## src/rtl/cordic_arbiter_if.sv

```systemverilog
// rtl/cordic_arbiter_if.sv - requester, engine and response signals of the CORDIC arbiter
interface cordic_arbiter_if #(
  parameter int WIDTH   = 64,
  parameter int MAX_OUT = 16
);
  localparam int CW = $clog2(MAX_OUT) + 1;

  logic             req0_valid, req1_valid;
  logic             req0_ready, req1_ready;
  logic [WIDTH-1:0] req0_x, req0_y, req0_z;
  logic [WIDTH-1:0] req1_x, req1_y, req1_z;
  logic             req0_mode, req1_mode;

  logic             eng_valid_in;
  logic [WIDTH-1:0] eng_x, eng_y, eng_z;
  logic             eng_mode;

  logic             eng_valid_out;
  logic [WIDTH-1:0] eng_cos, eng_sin, eng_tan_in;

  logic             rsp0_valid, rsp1_valid;
  logic [WIDTH-1:0] rsp_cos, rsp_sin, rsp_tan_in;

  logic [CW-1:0]    outstanding;
  logic             err_orphan;

  // arbiter side
  modport slave (
    input  req0_valid, req1_valid, req0_x, req0_y, req0_z, req1_x, req1_y, req1_z,
           req0_mode, req1_mode, eng_valid_out, eng_cos, eng_sin, eng_tan_in,
    output req0_ready, req1_ready, eng_valid_in, eng_x, eng_y, eng_z, eng_mode,
           rsp0_valid, rsp1_valid, rsp_cos, rsp_sin, rsp_tan_in, outstanding, err_orphan
  );

  // requesters plus engine side
  modport master (
    output req0_valid, req1_valid, req0_x, req0_y, req0_z, req1_x, req1_y, req1_z,
           req0_mode, req1_mode, eng_valid_out, eng_cos, eng_sin, eng_tan_in,
    input  req0_ready, req1_ready, eng_valid_in, eng_x, eng_y, eng_z, eng_mode,
           rsp0_valid, rsp1_valid, rsp_cos, rsp_sin, rsp_tan_in, outstanding, err_orphan
  );
endinterface

```

## src/rtl/cordic_arbiter.sv

```systemverilog
// rtl/cordic_arbiter.sv - two-requester round-robin front end for a shared in-order CORDIC engine
module cordic_arbiter #(
  parameter int WIDTH   = 64,
  parameter int MAX_OUT = 16
) (
  input logic            clk,
  input logic            rst,
  cordic_arbiter_if.slave bus
);
  localparam int            PW   = $clog2(MAX_OUT);
  localparam int            CW   = PW + 1;
  localparam logic [CW-1:0] FULL = CW'(MAX_OUT);

  logic [CW-1:0]      count;
  logic               last_grant;
  logic [PW-1:0]      wr_ptr, rd_ptr;
  logic [MAX_OUT-1:0] tags;
  logic               err_q;
  logic               eng_valid_q;
  logic [WIDTH-1:0]   x_q, y_q, z_q;
  logic               mode_q;

  logic credit, grant0, grant1, accept, pop, orphan, head_tag;

  // Credit is checked against the registered count only, so a same-cycle pop never frees a slot early.
  always_comb begin
    credit   = (count < FULL);
    grant0   = bus.req0_valid & credit & (~bus.req1_valid | last_grant);
    grant1   = bus.req1_valid & credit & (~bus.req0_valid | ~last_grant);
    accept   = grant0 | grant1;
    pop      = bus.eng_valid_out & (count != '0);
    orphan   = bus.eng_valid_out & (count == '0);
    head_tag = tags[rd_ptr];
  end

  // Occupancy, FIFO pointers, round-robin pointer and the sticky orphan flag.
  always_ff @(posedge clk or posedge rst) begin
    if (rst) begin
      count      <= '0;
      last_grant <= 1'b1;
      wr_ptr     <= '0;
      rd_ptr     <= '0;
      err_q      <= 1'b0;
    end else begin
      if (accept && !pop)      count <= count + CW'(1);
      else if (!accept && pop) count <= count - CW'(1);
      if (accept) begin
        last_grant <= grant1;
        wr_ptr     <= wr_ptr + PW'(1);
      end
      if (pop)    rd_ptr <= rd_ptr + PW'(1);
      if (orphan) err_q  <= 1'b1;
    end
  end

  // Tag storage needs no reset: entries are only read between matching push and pop.
  always_ff @(posedge clk) begin
    if (accept) tags[wr_ptr] <= grant1;
  end

  // One-cycle issue register toward the engine; operands hold when idle.
  always_ff @(posedge clk or posedge rst) begin
    if (rst) begin
      eng_valid_q <= 1'b0;
      x_q         <= '0;
      y_q         <= '0;
      z_q         <= '0;
      mode_q      <= 1'b0;
    end else begin
      eng_valid_q <= accept;
      if (accept) begin
        x_q    <= grant1 ? bus.req1_x    : bus.req0_x;
        y_q    <= grant1 ? bus.req1_y    : bus.req0_y;
        z_q    <= grant1 ? bus.req1_z    : bus.req0_z;
        mode_q <= grant1 ? bus.req1_mode : bus.req0_mode;
      end
    end
  end

  assign bus.req0_ready   = grant0;
  assign bus.req1_ready   = grant1;
  assign bus.eng_valid_in = eng_valid_q;
  assign bus.eng_x        = x_q;
  assign bus.eng_y        = y_q;
  assign bus.eng_z        = z_q;
  assign bus.eng_mode     = mode_q;
  assign bus.rsp0_valid   = pop & ~head_tag;
  assign bus.rsp1_valid   = pop & head_tag;
  assign bus.rsp_cos      = bus.eng_cos;
  assign bus.rsp_sin      = bus.eng_sin;
  assign bus.rsp_tan_in   = bus.eng_tan_in;
  assign bus.outstanding  = count;
  assign bus.err_orphan   = err_q;
endmodule
```

## src/flat_wrapper.sv

```systemverilog
// flat-port wrapper written by rule: the top's interface ports become plain ports
module cordic_arbiter_flat 
#(
  parameter int WIDTH   = 64,
  parameter int MAX_OUT = 16
)
  (clk, rst, bus_req0_valid, bus_req1_valid, bus_req0_x, bus_req0_y, bus_req0_z, bus_req1_x, bus_req1_y, bus_req1_z, bus_req0_mode, bus_req1_mode, bus_eng_valid_out, bus_eng_cos, bus_eng_sin, bus_eng_tan_in, bus_req0_ready, bus_req1_ready, bus_eng_valid_in, bus_eng_x, bus_eng_y, bus_eng_z, bus_eng_mode, bus_rsp0_valid, bus_rsp1_valid, bus_rsp_cos, bus_rsp_sin, bus_rsp_tan_in, bus_outstanding, bus_err_orphan);
  cordic_arbiter_if #(.WIDTH(WIDTH), .MAX_OUT(MAX_OUT)) bus_i ();
  input logic clk;
  input logic rst;
  input wire logic [$bits(bus_i.req0_valid)-1:0] bus_req0_valid;
  input wire logic [$bits(bus_i.req1_valid)-1:0] bus_req1_valid;
  input wire logic [$bits(bus_i.req0_x)-1:0] bus_req0_x;
  input wire logic [$bits(bus_i.req0_y)-1:0] bus_req0_y;
  input wire logic [$bits(bus_i.req0_z)-1:0] bus_req0_z;
  input wire logic [$bits(bus_i.req1_x)-1:0] bus_req1_x;
  input wire logic [$bits(bus_i.req1_y)-1:0] bus_req1_y;
  input wire logic [$bits(bus_i.req1_z)-1:0] bus_req1_z;
  input wire logic [$bits(bus_i.req0_mode)-1:0] bus_req0_mode;
  input wire logic [$bits(bus_i.req1_mode)-1:0] bus_req1_mode;
  input wire logic [$bits(bus_i.eng_valid_out)-1:0] bus_eng_valid_out;
  input wire logic [$bits(bus_i.eng_cos)-1:0] bus_eng_cos;
  input wire logic [$bits(bus_i.eng_sin)-1:0] bus_eng_sin;
  input wire logic [$bits(bus_i.eng_tan_in)-1:0] bus_eng_tan_in;
  output wire logic [$bits(bus_i.req0_ready)-1:0] bus_req0_ready;
  output wire logic [$bits(bus_i.req1_ready)-1:0] bus_req1_ready;
  output wire logic [$bits(bus_i.eng_valid_in)-1:0] bus_eng_valid_in;
  output wire logic [$bits(bus_i.eng_x)-1:0] bus_eng_x;
  output wire logic [$bits(bus_i.eng_y)-1:0] bus_eng_y;
  output wire logic [$bits(bus_i.eng_z)-1:0] bus_eng_z;
  output wire logic [$bits(bus_i.eng_mode)-1:0] bus_eng_mode;
  output wire logic [$bits(bus_i.rsp0_valid)-1:0] bus_rsp0_valid;
  output wire logic [$bits(bus_i.rsp1_valid)-1:0] bus_rsp1_valid;
  output wire logic [$bits(bus_i.rsp_cos)-1:0] bus_rsp_cos;
  output wire logic [$bits(bus_i.rsp_sin)-1:0] bus_rsp_sin;
  output wire logic [$bits(bus_i.rsp_tan_in)-1:0] bus_rsp_tan_in;
  output wire logic [$bits(bus_i.outstanding)-1:0] bus_outstanding;
  output wire logic [$bits(bus_i.err_orphan)-1:0] bus_err_orphan;
  assign bus_i.req0_valid = bus_req0_valid;
  assign bus_i.req1_valid = bus_req1_valid;
  assign bus_i.req0_x = bus_req0_x;
  assign bus_i.req0_y = bus_req0_y;
  assign bus_i.req0_z = bus_req0_z;
  assign bus_i.req1_x = bus_req1_x;
  assign bus_i.req1_y = bus_req1_y;
  assign bus_i.req1_z = bus_req1_z;
  assign bus_i.req0_mode = bus_req0_mode;
  assign bus_i.req1_mode = bus_req1_mode;
  assign bus_i.eng_valid_out = bus_eng_valid_out;
  assign bus_i.eng_cos = bus_eng_cos;
  assign bus_i.eng_sin = bus_eng_sin;
  assign bus_i.eng_tan_in = bus_eng_tan_in;
  assign bus_req0_ready = bus_i.req0_ready;
  assign bus_req1_ready = bus_i.req1_ready;
  assign bus_eng_valid_in = bus_i.eng_valid_in;
  assign bus_eng_x = bus_i.eng_x;
  assign bus_eng_y = bus_i.eng_y;
  assign bus_eng_z = bus_i.eng_z;
  assign bus_eng_mode = bus_i.eng_mode;
  assign bus_rsp0_valid = bus_i.rsp0_valid;
  assign bus_rsp1_valid = bus_i.rsp1_valid;
  assign bus_rsp_cos = bus_i.rsp_cos;
  assign bus_rsp_sin = bus_i.rsp_sin;
  assign bus_rsp_tan_in = bus_i.rsp_tan_in;
  assign bus_outstanding = bus_i.outstanding;
  assign bus_err_orphan = bus_i.err_orphan;
  cordic_arbiter #(.WIDTH(WIDTH), .MAX_OUT(MAX_OUT)) u_core (.clk(clk), .rst(rst), .bus(bus_i));
endmodule
```

## config.mk

```make
export PLATFORM = sky130hd
export DESIGN_NAME = cordic_arbiter_flat
export DESIGN_NICKNAME = d
export VERILOG_FILES = /design/src/rtl/cordic_arbiter_if.sv /design/src/rtl/cordic_arbiter.sv /design/src/flat_wrapper.sv
export SDC_FILE = /design/constraint.sdc
export NUM_CORES = 1
export LEC_CHECK = 0
export ABC_AREA = 1
export CORE_AREA = 4 4 377 379
export DETAILED_ROUTE_END_ITERATION = 12
export DIE_AREA = 0 0 381 383
export GPL_ROUTABILITY_DRIVEN = 0
export GPL_TIMING_DRIVEN = 0
export PLACE_DENSITY_LB_ADDON = 0.25
export SYNTH_ARGS = -nofsm -noshare
export SYNTH_HDL_FRONTEND = slang
export SYNTH_SLANG_ARGS = --single-unit
```

## constraint.sdc

```tcl
create_clock -name clk -period 7.07 [get_ports clk]
set_input_delay 0.707 -clock clk [delete_from_list [all_inputs] [get_ports clk]]
set_output_delay 0.707 -clock clk [all_outputs]
set_load 0.05 [all_outputs]
```

## Yosys cells after proc, flatten, opt, wreduce, memory -nomap -nowiden

Index checks and enable logic that the tools add are counted.

| storage, ports and cells | value |
|---|---|
| output and inout port bits | 396 |
| input bits | 583 |
| bits in registers | 225 |
| bits in read-only memories | 0 |
| bits in latches | 0 |
| memories | 0 |
| bits in writable memories | 0 |

| cells by class | value |
|---|---|
| equal/unequal tests | 0 |
| order comparisons | 4 |
| reductions and logical operators | 8 |
| bitwise operators | 15 |
| shift operators | 0 |
| add/subtract/negate cells | 4 |
| mux-type cells | 11 |
| multiply operators | 0 |
| divide/modulo/power cells | 0 |

Operator list:

| kind | number |
|---|---|
| $mux 64 | 3 |
| $bwmux 16 | 1 |
| $lt 4x5->1 const B | 2 |
| $mux 5 | 2 |
| $add 4x1->4 const B | 2 |
| $and 1x1->1 | 8 |
| $add 5x1->5 const B | 1 |
| $logic_not 5->1 | 1 |
| $lt 5x5->1 const B | 1 |
| $reduce_bool 5->1 | 1 |
| $sub 5x1->5 const B | 1 |
| $bmux 1 s4 | 1 |
| $demux 1 s4 | 1 |
| $ge 4x1->1 const B | 1 |
| $not 1->1 | 4 |
| $logic_and 1x1->1 | 3 |
| $mux 1 | 3 |
| $or 1x1->1 | 3 |
| $logic_not 1->1 | 2 |
| $reduce_bool 2->1 | 1 |

## Longest topological paths before layout

Gate-level depths: netlist of run 1.

| logic depth | value |
|---|---|
| depth after elaboration | 8 |
| depth in mapped cells | 14 |

## Least setup slack after synthesis of run 1

OpenSTA, ideal clock, no wires.

| path | value |
|---|---|
| path type | register to register |
| start | reg u_core.count[4], in the netlist u_core.bus.outstanding[4] |
| end | reg u_core.count[4], in the netlist u_core.bus.outstanding[4] |
| data arrival time | 2.531 ns |
| path slack | 4.472 ns |
| data required time | 7.003 ns |
| buffers on the path | 2 |
| clock period less this slack | 2.598 ns |
| library setup time | 0.067 ns |
| stages on the path, launching flop included | 15 |
| cell sequence | dfrtp_1 inv_2 nand2_1 nand2_4 buf_4 clkbuf_1 ha_1 inv_1 fa_1 nand2_1 nand2_1 a21oi_1 xor2_1 nand2_1 nand2_1 |

| between the ends | value |
|---|---|
| cells in the longest elaborated chain, start to end | 7 |
| elaborated cells on any way between the ends | 17 |
| those cells by class | add/sub: 2; order compare: 1; mux: 2; bitwise: 6; reduce/logical: 6 |

Ends and longest elaborated chain:

| element | RTL line | text |
|---|---|---|
| from (decl) | cordic_arbiter.sv:14 | `logic [CW-1:0] count;` |
| from (signal assigned) | cordic_arbiter.sv:45 | `if (accept && !pop) count <= count + CW'(1);` |
| from (signal assigned) | cordic_arbiter.sv:46 | `else if (!accept && pop) count <= count - CW'(1);` |
| $lt 5x5->1 * | cordic_arbiter.sv:27 | `credit = (count < FULL);` |
| $and 1x1->1, on equally long branches (2 in a row) | cordic_arbiter.sv:28, cordic_arbiter.sv:29 |  |
| $or 1x1->1 * | cordic_arbiter.sv:30 | `accept = grant0 \| grant1;` |
| net u_core.accept | cordic_arbiter.sv:23 | `logic credit, grant0, grant1, accept, pop, orphan, head_tag;` |
| $logic_not 1->1 | cordic_arbiter.sv:46 |  |
| $logic_and 1x1->1 | cordic_arbiter.sv:46 |  |
| $reduce_bool 2->1 (no source line) | -- |  |

The timed path passes the listed nets; every way through them passes the cells marked *. The select of a mux whose other input is x is not followed.
A chain may end at the register's enable or synchronous reset.

## Worst setup path after layout of run 1

| path | value |
|---|---|
| start | in bus_req1_valid |
| end | out bus_req1_ready |

| between the ends | value |
|---|---|
| cells in the longest elaborated chain, start to end | 2 |

Ends and longest elaborated chain:

| element | RTL line | text |
|---|---|---|
| from (decl) | flat_wrapper.sv:12 | `input wire logic [$bits(bus_i.req1_valid)-1:0] bus_req1_valid;` |
| $and 1x1->1 (2 in a row) | cordic_arbiter.sv:29 | `grant1 = bus.req1_valid & credit & (~bus.req0_valid \| ~last_grant);` |
| to (decl) | flat_wrapper.sv:26 | `output wire logic [$bits(bus_i.req1_ready)-1:0] bus_req1_ready;` |

Every way passes these cells.

==> summary.txt, run 1 <==
Status - complete, no violations
Worst Hold Path Cells - 1
# fillers - 15787
Syn_nets - 2013
Critical path's slowest cell - clkdlybuf4s50_1
Flip-flop and latch area - 5712 um^2
Setup crit start kind - input port
Row cnt - 137
Synth warn - 0
Finished Layout Cells - 4088
Pwr Total - 10.38 mW
Postcts setup bufs - 0
Multi-input gate area - 4029 um^2
Dpl hpwl - 70.40 mm
Die ar. - 145900 um^2
DRC - 0
Place WS - 2.719 ns
Max_cap viols - 0
GRT Residual Overflow - 0
Peak Freq - 0.2483 GHz
Post-Syn Area - 11680 um^2
CTS sink cnt - 225
Post-synth cell types - 26
VDD IR max - 0.2299 mV
Clk_lat worst skew - 0.57 ns
Crit path top cell by count - clkdlybuf4s50_1
Post-route setup slack - 3.042 ns
CP max stage delay - 0.93 ns
Area of the core - 138800 um^2
WP data required - 6.36 ns
Reg2reg end - u_core.bus.outstanding[4]
CTS tree - yes
Initial Util - 8.413%
RR Startpoint - u_core.bus.outstanding[4]
First-pass GRT wire length - 113.3 mm
Unrepaired setup endpoints after global routing - no
H-Tree Depth - 2
Ports - 979
Post-placement cell count - 4015
FF-to-FF setup slack - 3.67 ns
Pre-antenna DRT Iters - 5
Area contributors post-synth - dfrtp_1, nand2_1, buf_4
Final period util - 56.97%
Die height - 383 um
CP max FO - 26
Post-route setup TNS - 0 ns
Share of layout cells above drive strength 1 - 13.44%
Ys async rst share - 92.89%
Clock transition at path regs - 0.05 ns
Clock skew - 0.01701 ns
Synthesized flop and latch total - 225
Root Driver - clkbuf_16
Endpoints failing setup - 0
Cts repair resizes - 0
Vias in the first global route - 13721
Leak - 9.230 nW
Seq/Total Area, Yosys - 48.90%
GR Util All Layers - 11.03%
Slew headroom - 11.12%
Primary FF master, synth - dfrtp_1
Cell family with most CP delay - buffers and inverters
CP Capture Type - output pin
Largest net degree at the start of global routing - 94
Yosys top cell by area - dfrtp_1
Antenna viol nets, final - 0
Hold Buf Count CTS - 0
Tmin final - 4.028 ns
Num CTS Buffers - 35
Top cell type's share of synthesized area - 44.56%
Drt wl/cell - 20.76 um
Routed WL - 84.87 mm
Gate Count Post-Synth - 1420
Hold_sp - u_core.bus.err_orphan
Placed inst area - 21880 um^2
Vias per cell - 3.175
Slew @ Worst Pin - 1.333 ns
R2R depth - 14
Die width - 381 um
Hold Crit Endpoint - u_core.bus.err_orphan
Buffers and inverters on the worst path - 3
Hold Violations, Final - 0
CP Class - input port to output pin
Slew Limit Fails - 0
PwrDens - 451.4 nW/um^2
Initial drt markers - 637
Syn avg cell area - 8.226 um^2
Design area - 22990 um^2
Area growth from synthesis to layout - 96.82%
Arr. time, crit path - 3.32 ns
# port buffers - 786
Min-Delay Path Class - register to register
Antenna violations before repair - 25
CP Cell Sequence - clkdlybuf4s50_1 > nand2_2 > a21oi_4 > clkbuf_2 > clkdlybuf4s50_1
Layout net count - 2838
Clock Path Buffers - 3
EDFF count, synth - 16
Via Count - 12979
worst max path at each step:
stage	start	to	cells past startpoint
after global routing	bus_req1_valid	bus_req1_ready	5
after CTS	bus_req1_valid	bus_req1_ready	5
after detailed placement	bus_req0_valid	u_core.bus.outstanding[4]	14
final	bus_req1_valid	bus_req1_ready	5
after global placement	rst	u_core.bus.eng_x[0]	2
after floorplan	rst	u_core.bus.eng_mode	1
state kept, by name, indices dropped and copies added (netlist names):
signal,flops
u_core.bus.eng_z,64
u_core.bus.err_orphan,1
u_core.bus.outstanding,5
u_core.rd_ptr,4
u_core.bus.eng_y,64
u_core.wr_ptr,4
u_core.bus.eng_valid_in,1
u_core.tags,16
u_core.bus.eng_x,64
u_core.last_grant,1
u_core.bus.eng_mode,1
per-stage QoR:
step                      util, %  hold WS [ns]
final                       16.56        0.4745
after global routing        16.54        0.4964
after CTS                   16.54        0.4512
after detailed placement    15.76        0.4705
after global placement      15.71        0.4641
after floorplan                 -        0.4635
power breakdown:
part / switching [mW] / internal (mW) / total (mW)
clock: 0.720 / 1.01 / 1.73
sequential: 0.448 / 1.94 / 2.39
combinational: 4.34 / 1.92 / 6.26
total: 5.51 / 4.87 / 10.4
per-layer routing:
metal / up-vias / GRT usage (%) / part of all wire, %
li1: 6129 / - / -
met4: 12 / 3.132 / 2.3
met3: 87 / 4.604 / 10
met2: 615 / 17.84 / 46
met1: 6136 / 13.42 / 41
met5: - / 0 / 0.085
Yosys cell counts, types with 2 or more instances:
| library cell | number |
|---|---|
| nor2_1 | 213 |
| buf_4 | 196 |
| ha_1 | 9 |
| o21ai_0 | 2 |
| a21oi_1 | 4 |
| buf_2 | 48 |
| xor2_1 | 9 |
| inv_1 | 24 |
| nand3_1 | 15 |
| edfxtp_1 | 16 |
| nor3_1 | 2 |
| inv_2 | 2 |
| nand2_1 | 435 |
| dfrtp_1 | 208 |
| clkbuf_1 | 34 |
| a31oi_1 | 193 |
area by class of cell:
| class | instances | share of cell area (%) |
|---|---|---|
| timing repair buffer | 788 | 34.46 |
| clock buffer | 50 | 4.316 |
| multi-input combinational | 890 | 17.52 |
| antenna | 12 | 0.1306 |
| clock inverter | 11 | 0.4027 |
| buffer | 278 | 8.016 |
| inverter | 27 | 0.4735 |
| tap | 1807 | 9.834 |
| sequential | 225 | 24.84 |
cells in the final DEF, fill, tap and decap left out, types with 2 or more instances in the layout:
cell type	netlist	final
clkdlybuf4s50_1	0	786
nand2_1	435	435
nor2_1	213	213
dfrtp_1	208	208
buf_4	196	196
a31oi_1	193	193
buf_2	48	48
clkbuf_1	34	40
clkbuf_16	0	35
inv_1	24	23
edfxtp_1	16	16
nand3_1	15	15
diode_2	0	12
xor2_1	9	9
ha_1	9	9
clkbuf_8	0	6
a21oi_1	4	4
clkinv_1	1	4
clkbuf_2	0	3
inv_6	0	3
inv_2	2	2
nor3_1	2	2
o21ai_0	2	2
clkinvlp_4	0	2
clkinv_2	0	2
buf_16	0	2
kinds of logic after synthesis:
| logic type | Yosys count | synth area share (%) |
|---|---|---|
| AOI/OAI and AO/OA | 202 | 10.85 |
| buffers and inverters | 305 | 16.61 |
| and+or+nand+nor | 668 | 21.75 |
| adders and majority gates | 10 | 1.135 |
| xor gates and xnor gates | 10 | 0.7498 |
| DFF | 225 | 48.90 |
worst register-to-register path: cells and delay by family (launching register included):
kind | cells | cell delay (ns)
buf+inv | 4 | 1.26
fa+ha+maj | 2 | 0.70
simple gates | 6 | 0.60
flops | 1 | 0.46
xor+xnor | 1 | 0.16
compound gates | 1 | 0.15
Note: power is estimated with default switching activity, not from simulation.
==> inputs of run 2 (changes only) <==
Clock period 7.07 ns to 4.11 ns, I/O delays scaled along.
==> summary.txt, run 2 (same netlist as run 1, synthesis figures left out) <==
Postcts setup bufs - 0 (unchanged)
FF-to-FF setup slack - 0.73 ns (-2.94 ns)
Antenna viol nets, final - 0 (unchanged)
Root Driver - clkbuf_16
Met3 WL post-DR - 8.024 mm (-7.8%)
Clock transition at path regs - 0.06 ns (about the same)
WP data required - 3.70 ns (-2.66 ns)
Post-route setup slack - 0.6395 ns (-2.403 ns)
Worst hold slack - 0.3419 ns (-0.1326 ns)
First-pass GRT wire length - 112.5 mm (-0.74%)
Design area - 23070 um^2 (+0.34%)
Area growth from synthesis to layout - 97.49%
Clk_lat worst skew - 0.58 ns (about the same)
Final Util - 16.62% (+0.057 points)
Hold Violations, Final - 0 (unchanged)
Reg2reg end - u_core.bus.outstanding[4]
Antenna violations before repair - 18 (-28%)
Num CTS Buffers - 34 (-2.9%)
CTS tree - yes
R2R depth - 14 (unchanged)
Largest net degree at the start of global routing - 35 (-63%)
Min-Delay Path Class - input port to async pin
Placed inst area - 21930 um^2 (+0.27%)
Place WS - 0.06675 ns (-2.652 ns)
# fillers - 15801 (+0.089%)
Endpoints failing setup - 0 (unchanged)
CP Class - register to output pin
Slew Limit Fails - 0 (unchanged)
Vias in the first global route - 13348 (-2.7%)
Clock Path Buffers - 3 (unchanged)
Most common cell after layout, fill and taps aside - clkdlybuf4s50_1
Slew headroom - 10.50% (-0.62 points)
RR Startpoint - u_core.bus.outstanding[4]
Share of layout cells above drive strength 1 - 13.65% (+0.21 points)
Metal2 WL - 39.99 mm (+1.9%)
Status - complete, no violations
Tmin final - 3.471 ns
Die ar. - 145900 um^2 (unchanged)
Row cnt - 137 (unchanged)
Vias per cell - 3.185 (+0.33%)
Hold Buf Count CTS - 0 (unchanged)
Max_cap viols - 0 (unchanged)
DRT met1 WL - 35.38 mm (+1.6%)
Pre-antenna DRT Iters - 5 (unchanged)
Slew @ Worst Pin - 1.342 ns (+0.009328 ns)
H-Tree Depth - 2 (unchanged)
Unrepaired setup endpoints after global routing - no
Crit path from - u_core.bus.outstanding[4]
VDD IR max - 0.3156 mV (+37%)
Area of the core - 138800 um^2 (unchanged)
Die height - 383 um (unchanged)
Layout net count - 2840 (+0.070%)
Drt wl/cell - 20.99 um (+1.1%)
Peak Freq - 0.2881 GHz
Post-route setup TNS - 0 ns (unchanged)
CP max FO - 31 (+19%)
Die width - 381 um (unchanged)
Initial drt markers - 652 (+2.4%)
GR Util All Layers - 11.04% (+0.013 points)
Setup crit start kind - register
CTS sink cnt - 225 (unchanged)
Via Count - 13015 (+0.28%)
Top layer in use - met5
Dpl hpwl - 71.34 mm (+1.3%)
Worst setup path end - bus_req1_ready
Leak - 9.270 nW (+0.43%)
CP Capture Type - output pin
Arr. time, crit path - 3.06 ns (-0.26 ns)
GRT Residual Overflow - 0 (unchanged)
DRC - 0 (unchanged)
# port buffers - 786 (unchanged)
Initial Util - 8.413% (unchanged)
Routed WL - 85.76 mm (+1.1%)
Ports - 979 (unchanged)
Clock skew - 0.03060 ns (+0.01359 ns)
Commonest non-fill, non-tap cells in the layout - clkdlybuf4s50_1, nand2_1, nor2_1
Final period util - 84.44%
Cts repair resizes - 0 (unchanged)
PwrDens - 775.5 nW/um^2 (+72%)
run 2: worst max-delay path: stages (launching register included):
cell and delay (ns):
dfrtp_1 0.45, inv_2 0.09, nand2_2 0.08, a21oi_4 0.86
clkdlybuf4s50_1 0.98
run 2: layout make-up:
cell class	instances	area, um^2	share of cell area [%]
antenna	8	20.02	0.08678
buffer	277	1837	7.962
clock buffer	46	945.9	4.100
clock inverter	14	172.7	0.7485
inverter	27	105.1	0.4556
multi-input combinational	890	4029	17.46
sequential	225	5712	24.76
tap	1807	2261	9.800
timing repair buffer	792	7988	34.62
run 2: stage by stage:
stage / instances / total power [mW]
2_1_floorplan: 1420 / 10.32
3_3_place_gp: 4013 / 15.09
3_5_place_dp: 4019 / 15.07
4_1_cts: 4078 / 18.30
5_1_grt: 4078 / 18.91
6_report: 4086 / 17.89
run 2: power by group:
part	total (mW)	switching (mW)	internal, mW
Clock	3.06	1.25	1.81
Combinational	10.7	7.43	3.30
Sequential	4.09	0.761	3.33
Total	17.9	9.44	8.45
run 2: worst min-delay path by stage:
stage,startpoint,endpoint,slack [ns]
floorplan,u_core.rd_ptr[3],u_core.rd_ptr[3],0.46
global placement,u_core.bus.err_orphan,u_core.bus.err_orphan,0.47
detailed placement,u_core.bus.err_orphan,u_core.bus.err_orphan,0.47
CTS,rst,u_core.bus.eng_x[19],0.29
global route,rst,u_core.bus.eng_z[57],0.35
finish,rst,u_core.bus.eng_x[19],0.34
run 2: metal layers:
metal  up-vias  global-route usage, %
li1       6125                      -
met1      6163                  13.49
met2       627                  18.02
met3        86                  4.190
met4        14                  3.323
met5         -                      0
==> inputs of run 3 (changes only) <==
Settings changed: CORE_AREA 4 4 377 379 to 4 4 384 386, DIE_AREA 0 0 381 383 to 0 0 388 390.
Clock period 4.11 ns to 2.8 ns, I/O delays scaled along.
==> summary.txt, run 3 (same netlist as run 1, synthesis figures left out) <==
Final period util - 92.38%
Post-route setup slack - 0.2134 ns (-0.4261 ns)
Antenna viol nets, final - 0 (unchanged)
Drt wl/cell - 20.81 um (-0.83%)
Leak - 9.310 nW (+0.43%)
Area of the core - 143500 um^2 (+3.3%)
Min-Delay Path Class - input port to async pin
Max_cap viols - 0 (unchanged)
Via Count - 12929 (-0.66%)
Row cnt - 139 (+1.5%)
Endpoints failing setup - 0 (unchanged)
Initial Util - 8.141% (-0.27 points)
Antenna violations before repair - 24 (+6)
Root Driver - clkbuf_16
Setup crit start kind - register
Tmin final - 2.587 ns
Metal2 WL - 40.69 mm (+1.7%)
Area growth from synthesis to layout - 98.96%
Post-placement cell count - 4116 (+2.4%)
GR Util All Layers - 10.82% (-0.23 points)
CTS tree - yes
Pwr Total - 26.28 mW (+47%)
Top layer in use - met5
Met3 WL post-DR - 8.550 mm (+6.6%)
CP Class - register to output pin
Slew headroom - 10.81% (+0.31 points)
Num CTS Buffers - 35 (+2.9%)
Largest net degree at the start of global routing - 35 (unchanged)
Dpl hpwl - 72.23 mm (+1.2%)
GRT Residual Overflow - 0 (unchanged)
Clock skew - 0.01566 ns (-0.01494 ns)
Die width - 388 um (+1.8%)
Vias in the first global route - 13543 (+1.5%)
Clock Path Buffers - 3 (unchanged)
# port buffers - 786 (unchanged)
Layout net count - 2846 (+0.21%)
Peak Freq - 0.3866 GHz
CP Capture Type - output pin
First-pass GRT wire length - 114.1 mm (+1.5%)
DRT met1 WL - 35.11 mm (-0.75%)
Die ar. - 151300 um^2 (+3.7%)
Clock transition at path regs - 0.06 ns (about the same)
VDD IR max - 0.5402 mV (+71%)
Commonest non-fill, non-tap cells in the layout - clkdlybuf4s50_1, nand2_1, nor2_1
Place WS - -1.057 ns (-1.124 ns)
Most common cell after layout, fill and taps aside - clkdlybuf4s50_1
Slew Limit Fails - 0 (unchanged)
CP max FO - 5 (-84%)
Vias per cell - 3.092 (-2.9%)
DRC - 0 (unchanged)
Clk_lat worst skew - 0.57 ns (about the same)
Die height - 390 um (+1.8%)
Initial drt markers - 565 (-13%)
Slew @ Worst Pin - 1.338 ns (-0.004659 ns)
Finished Layout Cells - 4181 (+2.3%)
Pre-antenna DRT Iters - 5 (unchanged)
Unrepaired setup endpoints after global routing - no
Routed WL - 87.03 mm (+1.5%)
Hold Violations, Final - 0 (unchanged)
WP data required - 2.52 ns (-1.18 ns)
Share of layout cells above drive strength 1 - 14.20% (+0.55 points)
CTS sink cnt - 225 (unchanged)
Status - complete, no violations
H-Tree Depth - 2 (unchanged)
Arr. time, crit path - 2.31 ns (-0.75 ns)
PwrDens - 1131 nW/um^2 (+46%)
Ports - 979 (unchanged)
[run 3: cell types whose count changed in the layout (fill, tap and decap cells not counted), moves of 3 or more]
cell             before  now
clkbuf_1             39   36
clkdlybuf4s50_1     786  783
buf_4               196  199
diode_2               8    3
clkinv_2              4    9
clkbuf_16            34   37
[run 3: worst max-delay path, stage by stage (launching register included)]
cell	delay (ns)
dfrtp_2	0.45
inv_2	0.08
nand2_1	0.13
a21oi_1	0.17
clkdlybuf4s50_1	0.90
[run 3: worst paths after layout]
kind                                      startpoint                     to  slack, ns  depth (start not counted)
max in group asynchronous                        rst   u_core.bus.eng_y[49]       1.35                          6
min in group clk                      bus_req0_z[41]   u_core.bus.eng_z[41]       0.26                          3
hold / removal                                   rst   u_core.bus.eng_z[60]       0.11                          2
setup reg to reg           u_core.bus.outstanding[4]   u_core.bus.eng_y[11]       0.24                          7
hold reg to reg                u_core.bus.err_orphan  u_core.bus.err_orphan       0.47                          1
setup / recovery           u_core.bus.outstanding[4]         bus_req0_ready       0.21                          4
[run 3: layout make-up]
type	instances	area, um^2
inverters	27	108.9
fillers	16216	120200
plain buffers	277	1866
repair buffers	796	8039
diodes	3	7.507
repair inverters	1	5.005
well taps	1903	2381
flip-flops and latches	225	5713
clock buffers	47	993.5
multi-input cells	890	4040
clock inverters	12	87.58
[run 3: repair_timing]
action	CTS	global route
gates resized for setup	20	7
pin swaps	1	1
hold buffers	0	0
endpoints found under the setup margin	18	13
setup buffers	3	0
gates cloned	0	1
[run 3: layer usage]
layer  vias up  GRT usage (%)
met5         -              0
met4        10          3.672
met3        97          4.254
met2       635          17.56
met1      6075          13.02
li1       6112              -
[run 3: power breakdown]
group,internal (mW),switching [mW]
logic,4.90,11.0
clock network,2.57,1.82
registers,4.89,1.07
total,12.4,13.9
[run 3: stage by stage]
| stage | hold slack, ns | area (um^2) | setup TNS, ns | utilization [%] |
|---|---|---|---|---|
| after floorplan | 0.4161 | 11690 | -40.23 | - |
| after global placement | 0.4679 | 21930 | -616.29 | 15.29 |
| after detailed placement | 0.4666 | 22080 | -11.97 | 15.39 |
| after CTS | 0.06015 | 23220 | 0 | 16.19 |
| after global routing | 0.1283 | 23240 | 0 | 16.19 |
| final | 0.1138 | 23240 | 0 | 16.20 |
